File: src/rtl/rc4_xor_stream.sv
// XORs a byte stream with RC4 keystream bytes drawn from a small prefetch FIFO.
// Symmetric: the same block encrypts and decrypts; each message runs start -> done.
module rc4_xor_stream #(
    parameter int KS_DEPTH = 4,
    parameter int CNT_W    = 16
) (
    input  logic             clk,
    input  logic             rst_n,
    input  logic             start,
    input  logic             abort,
    input  logic [7:0]       ks_byte,
    input  logic             ks_valid,
    output logic             ks_ready,
    input  logic [7:0]       din,
    input  logic             din_valid,
    input  logic             din_last,
    output logic             din_ready,
    output logic [7:0]       dout,
    output logic             dout_valid,
    output logic             dout_last,
    input  logic             dout_ready,
    output logic             busy,
    output logic             done,
    output logic [CNT_W-1:0] byte_cnt
);
    localparam int PTR_W = (KS_DEPTH > 1) ? $clog2(KS_DEPTH) : 1;
    localparam logic [PTR_W:0] FIFO_FULL = (PTR_W + 1)'(KS_DEPTH);

    typedef enum logic [1:0] {
        ST_IDLE,
        ST_ACTIVE,
        ST_DRAIN
    } state_t;

    state_t           state_reg, state_next;

    logic [7:0]       ks_mem [KS_DEPTH];
    logic [PTR_W-1:0] wr_ptr_reg, rd_ptr_reg;
    logic [PTR_W:0]   count_reg;

    logic [7:0]       dout_reg;
    logic             dout_valid_reg, dout_last_reg, done_reg;
    logic [CNT_W-1:0] byte_cnt_reg;

    logic start_go, flush, push, pop, out_take, msg_end;

    // ks_ready looks only at the registered count, so a full FIFO can never be pushed.
    assign start_go = start && (state_reg == ST_IDLE) && !abort;
    assign flush    = abort || start_go;
    assign ks_ready = (state_reg == ST_ACTIVE) && (count_reg < FIFO_FULL);
    assign din_ready = (state_reg == ST_ACTIVE) && (count_reg != '0) &&
                       (!dout_valid_reg || dout_ready);
    assign push     = ks_valid && ks_ready && !abort;
    assign pop      = din_valid && din_ready && !abort;
    assign out_take = dout_valid_reg && dout_ready;
    assign msg_end  = (state_reg == ST_DRAIN) && out_take && dout_last_reg && !abort;

    always_ff @(posedge clk or negedge rst_n) begin
        if (!rst_n) begin
            state_reg <= ST_IDLE;
        end else begin
            state_reg <= state_next;
        end
    end

    always_comb begin
        state_next = state_reg;
        if (abort) begin
            state_next = ST_IDLE;
        end else begin
            case (state_reg)
                ST_IDLE:   if (start) state_next = ST_ACTIVE;
                ST_ACTIVE: if (pop && din_last) state_next = ST_DRAIN;
                ST_DRAIN:  if (out_take && dout_last_reg) state_next = ST_IDLE;
                default:   state_next = ST_IDLE;
            endcase
        end
    end

    // Storage needs no reset: emptiness is tracked by count_reg alone.
    always_ff @(posedge clk) begin
        if (push) begin
            ks_mem[wr_ptr_reg] <= ks_byte;
        end
    end

    always_ff @(posedge clk or negedge rst_n) begin
        if (!rst_n) begin
            wr_ptr_reg <= '0;
            rd_ptr_reg <= '0;
            count_reg  <= '0;
        end else if (flush) begin
            wr_ptr_reg <= '0;
            rd_ptr_reg <= '0;
            count_reg  <= '0;
        end else begin
            if (push) wr_ptr_reg <= wr_ptr_reg + 1'b1;
            if (pop)  rd_ptr_reg <= rd_ptr_reg + 1'b1;
            case ({push, pop})
                2'b10:   count_reg <= count_reg + 1'b1;
                2'b01:   count_reg <= count_reg - 1'b1;
                default: count_reg <= count_reg;
            endcase
        end
    end

    always_ff @(posedge clk or negedge rst_n) begin
        if (!rst_n) begin
            dout_reg       <= '0;
            dout_valid_reg <= 1'b0;
            dout_last_reg  <= 1'b0;
        end else if (abort) begin
            dout_valid_reg <= 1'b0;
            dout_last_reg  <= 1'b0;
        end else if (pop) begin
            dout_reg       <= din ^ ks_mem[rd_ptr_reg];
            dout_last_reg  <= din_last;
            dout_valid_reg <= 1'b1;
        end else if (out_take) begin
            dout_valid_reg <= 1'b0;
        end
    end

    // Abort leaves byte_cnt untouched so software can see how far the message got.
    always_ff @(posedge clk or negedge rst_n) begin
        if (!rst_n) begin
            byte_cnt_reg <= '0;
            done_reg     <= 1'b0;
        end else begin
            done_reg <= msg_end;
            if (start_go) begin
                byte_cnt_reg <= '0;
            end else if (pop) begin
                byte_cnt_reg <= byte_cnt_reg + 1'b1;
            end
        end
    end

    assign dout       = dout_reg;
    assign dout_valid = dout_valid_reg;
    assign dout_last  = dout_last_reg;
    assign busy       = (state_reg != ST_IDLE);
    assign done       = done_reg;
    assign byte_cnt   = byte_cnt_reg;

endmodule

File: config.mk
export PLATFORM = sky130hd
export DESIGN_NAME = rc4_xor_stream
export DESIGN_NICKNAME = d
export VERILOG_FILES = /design/src/rtl/rc4_xor_stream.sv
export SDC_FILE = /design/constraint.sdc
export NUM_CORES = 1
export LEC_CHECK = 0
export BUFFER_PORTS_ARGS = -buffer_cell sky130_fd_sc_hd__buf_4
export CAP_MARGIN = 20
export CORE_MARGIN = 10
export CORE_UTILIZATION = 34
export DETAILED_ROUTE_END_ITERATION = 10
export GPL_TIMING_DRIVEN = 0
export PLACE_DENSITY_LB_ADDON = 0.2
export RECOVER_POWER = 50
export SYNTH_ARGS = -nofsm -noshare
export SYNTH_HDL_FRONTEND = slang
export SYNTH_SLANG_ARGS = --single-unit
File: constraint.sdc
create_clock -name clk -period 3.4 [get_ports clk]
set_input_delay 0.85 -clock clk [delete_from_list [all_inputs] [get_ports clk]]
set_output_delay 0.85 -clock clk [all_outputs]
set_load 0.01 [all_outputs]
* Yosys cells after proc, flatten, opt, wreduce, memory -nomap -nowiden
Memory sizes are Yosys's and may differ from the RTL's.
Index checks and enable logic that the tools add are counted.
** Cells by class
- Bitwise logic cells :: 2
- Eq/ne operators :: 7
- Add/sub/neg operators :: 5
- Mux-type cells :: 20
- Magnitude comparators :: 1
- Reduce and logical (&&, ||, !) cells :: 30
** Operators by type and width (number)
- 2-to-1 mux 16 bit :: 2
- adder 16 x 1 -> 16 bit, second input constant :: 1
- 2-to-1 mux 2 bit :: 8
- logical AND 1 bit :: 15
- nonzero test 2 bit :: 5
- nonzero test 3 bit :: 3
- XOR 8 bit :: 1
- 2-to-1 mux 1 bit :: 7
- != test 3 x 2 -> 1 bit, second input constant :: 2
- case mux 2 bit (3 select lines) :: 1
- case mux 3 bit (2 select lines) :: 1
- adder 2 x 1 -> 2 bit, second input constant :: 2
- equality test 2 x 1 -> 1 bit, second input constant :: 2
- equality test 2 bit, second input constant :: 2
- adder 3 x 1 -> 3 bit, second input constant :: 1
- < comparator 3 bit, second input constant :: 1
- 2-to-1 mux 3 bit :: 1
- != test 3 bit, second input constant :: 1
- AND reduction 3 bit :: 1
- subtractor 3 x 1 -> 3 bit, second input constant :: 1
- logical NOT 1 bit :: 2
- logical NOT 2 bit :: 1
- logical OR 1 bit :: 2
- AND reduction 2 bit :: 1
- inverter 1 bit :: 1
** Storage, ports and cells
- Input port bits :: 24
- Logic and storage cells :: 75
- Memories :: 1
- Register bits after elaboration :: 36
- RAM bits :: 32
** Memories
- ks_mem :: words 4, bits a word 8, read ports 1, clocked after Yosys merged registers in 0, write ports 1, line 37 : logic [7:0] ks_mem [KS_DEPTH];

* Longest topological paths before layout
- Depth in word-level cells :: 9
- Depth in mapped cells :: 9

* Least setup slack after synthesis
No wires, ideal clock.
- Path kind :: in2reg
- Start point :: input port abort
- End point :: register count_reg[2]
- Arrival :: 2.658 ns
- Library setup time :: 0.082 ns
- Buffers on the path :: 3
- Data required time :: 3.318 ns
- Slack :: 0.660 ns
- Stages :: 9
- Path through :: buf_2 > nor3b_1 > nand4_1 > buf_2 > buf_2 > nor2_1 > fa_1 > or4_1 > a31oi_1
** Between the ends
- Longest elaborated chain between the ends :: 5
** Ends and longest elaborated chain
- start, declared :: line 10 : input logic abort,
- logical NOT 1 bit :: line 48, 53, 54
- logical AND 1 bit (on tied branches) :: line 54, 53
- equality test 2 x 1 -> 1 bit or equality test 2 bit (tied branches) :: line 99 : case ({push, pop})
- case mux 3 bit (2 select lines) :: line 99
- 2-to-1 mux 3 bit :: line 92 : end else if (flush) begin
- end signal, assigned :: line 100 : 2'b10: count_reg <= count_reg + 1'b1;
- end signal, assigned :: line 101 : 2'b01: count_reg <= count_reg - 1'b1;
- end signal, assigned :: line 102 : default: count_reg <= count_reg;
- end, declared :: line 39 : logic [PTR_W:0] count_reg;
Several ways; a longest one is shown, not always the timed one.
A chain may end at the register's enable or synchronous reset.

* Final worst setup path
Same ends and word-level chain as after synthesis.

==> results.yml <==
route:
  drt.antenna.violating_nets: 0
  drt_first_pass_iters: 4
  drtIter0Drc: 102
  drcViolationCount: 0
  wl_per_cell_um: 17.01
  vias: 2209
  wirelength_mm: 7.246
  viasPerCell: 5.185
worst_setup_path:
  path_cells: "buf_4 -> buf_2 -> nor3b_1 -> nand4_1 -> buf_2 -> buf_2 -> nor2_1 -> fa_1 -> or4_1 -> a31oi_1"
  r2r_cells: 8
  crit_type: "in -> reg"
  critPathLaunchType: "input port"
  crit_path_frequent_cell: "buf_2"
  cp.arrival_ps: 3110
  startpoint: "abort"
  cp-end-kind: "register"
  cp.required_ps: 3670
  r2r_slack_ps: 570
  r2r_end: "count_reg[2]"
  crit_path_top_delay_cell: "or4_1"
  slowest_delay_ps: 540
  r2r_start: "count_reg[1]"
  path_max_fanout: 10
  cp-endpoint: "count_reg[2]"
hold_path:
  hold_path_class: "reg -> reg"
power_and_ir_drop:
  power.share.clock: 0.394
  comb_power_share: 0.089
  seq_power_share: 0.517
  cellLeakagePower_nw: 1.452
  p_total_w: 0.001777
  p_sw_w: 0.0004668
  ir_drop_uv: 213.9
  switching_share: 0.2628
  power_density_nw_per_um2: 472.2
  internal_power_w: 0.001310
synth:
  synth_cell_types: 42
  synth_top_flop_cell: "dfrtp_1"
  ys_ff_latch: 68
  synthDominantCellAreaShare: 0.3098
  synth_top_family_by_area: "simple AND/OR/NAND/NOR gates"
  synth_async_sr_flop_share: 0.5294
  syn_avg_cell_area_um2: 12.46
  synth_compound_area_frac: 0.1025
  synth_area_leader_cell: "edfxtp_1"
  yosys_warnings: 0
  syn_area_um2: 3102
  synth_xor_area_frac: 0.03106
  synth.mux.area_fraction: 0.05809
  synthCells: 249
  synth-edff-count: 32
  synthAdderAreaFrac: 0.02662
  synthTopCellsByArea: "edfxtp_1 (31%), dfrtp_1 (29%), mux4_2 (5.8%), xnor2_1 (2.8%), a21oi_1 (2.3%)"
  synth-simple-area-share: 0.1545
  ys_seq_area_frac: 0.6002
  syn_nets: 279
global_routing:
  antenna_found_initial: 0
  grt_pass1_wl_mm: 11.64
  grt_max_degree: 37
  overflow: 0
  grtUsageTotal: 0.1115
  grt_pass1_vias: 2248
sta:
  fin_tns_setup_ps: 0
  period_needed_ps: 2839
  setup_violations: 0
  relSlewSlack: -0.3517
  maxSlewViolCount: 37
  hold_viol: 0
  final.setup.worst_slack_ps: 561.2
  rsz0062_at_grt: "false"
  fin_skew_ps: 14.35
  worst_pin_slew_ps: 2028
  max_freq_mhz: 352.3
  period_share: 0.8349
cells_and_area:
  layout-drive-gt1-share: 0.2013
  largest_reg_flops: 32
  final_cell_mix: "dfrtp_1 (36), buf_4 (32), edfxtp_1 (32)"
  finish.instance_area_um2: 3762
  fin_nets: 343
  fin_util: 0.4273
  final_common_cell: "dfrtp_1"
  syn_to_final_growth_pct: 21.30
  n_antenna_cell: 0
floorplan:
  dieWidth_um: 115.5
  boundaryPins: 54
  rows: 34
  coreArea_um2: 8806
  dieHeight_um: 115.5
  start_util: 0.3522
  fp.dieArea_um2: 13340
clock_tree:
  cts_htree_levels: 3
  cts_hold_buf: 0
  numCtsBuffers: 9
  cts_resized: 0
  cts_tree: "yes"
  cts_root_buf: "clkbuf_8"
  clock_latency_ps: 340
  postCtsSetupRepairBufs: 0
  cts.sinks: 68
  cts_max_path_buffers: 2
  clkTransAtPathRegs_ps: 90
run_status:
  status: "finished, violations left"
  violations: "max-capacitance violations, max-slew violations"
place:
  postPlaceCellArea_um2: 3635
  dpl_worst_slack_ps: 223.4
  io_buffer_count: 53
  hpwl_mm: 5.102
  gp_congestion: 0.7898
flow_run:
  drv_cap: 1
-- synth_stat cells, types with 6 or more instances --
master    instances
inv_1             7
nor2_1            6
edfxtp_1         32
o21ai_0           9
and3_1            8
clkbuf_1          9
or4_1             7
nand3_1          12
nand4_1           7
mux4_2            8
xnor2_1          10
a21oi_1          14
dfrtp_1          36
o31ai_1           9
nand2_1          18
-- cell type report --
class                   count  area [um^2]
fillers                   843         5044
flip-flops and latches     68         1862
multi-input cells         160         1156
repair buffers             53        319.1
well taps                 108        135.1
clock buffers               9        123.9
clock inverters             7        82.58
plain buffers              13        53.80
inverters                   8        30.03
-- critical path, delay by kind of cell --
family / cells / cell delay (ps)
AOI/OAI and AO/OA: 1 / 150
adders and majority gates: 1 / 420
buffers and inverters: 4 / 800
and+or+nand+nor: 4 / 880
-- cells by family after synthesis --
kind of cell | Yosys count
buf+inv | 21
simple gates | 84
fa+ha+maj | 6
xor+xnor | 11
compound gates | 51
flops | 68
mux | 8
-- routing by layer --
layer  GRT usage  routed length, um  up-vias
li1            -                  -     1073
met1      0.1417               3365     1088
met2      0.1789               3497       44
met3     0.02842                329        4
met4     0.04307                 54        0
met5           0                  0        -
-- how the worst min path moves through the flow --
stage                            start  endpoint  slack, ps  cells past startpoint
after floorplan           state_reg[0]      done        500                      1
after global placement         dout[7]   dout[7]        470                      2
after detailed placement       dout[7]   dout[7]        480                      2
after CTS                        rst_n      done        470                      1
after global routing           dout[5]   dout[5]        530                      2
final                          dout[6]   dout[6]        500                      2
-- metrics by stage --
stage | hold WS, ps | cells
after floorplan | 496.9 | 249
after global placement | 471.1 | 410
after detailed placement | 482.5 | 410
after CTS | 471.2 | 426
after global routing | 534.4 | 426
final | 497.4 | 426
-- power by group through the flow --
stage | Sequential, W | Clock (W) | Combinational (W)
after floorplan | 0.000944 | 0 | 0.0000683
after global placement | 0.000936 | 0 | 0.000184
after detailed placement | 0.000937 | 0 | 0.000187
after CTS | 0.000920 | 0.000724 | 0.000186
after global routing | 0.000924 | 0.000764 | 0.000180
final | 0.000919 | 0.000699 | 0.000158
(Power assumes the default switching activity.)
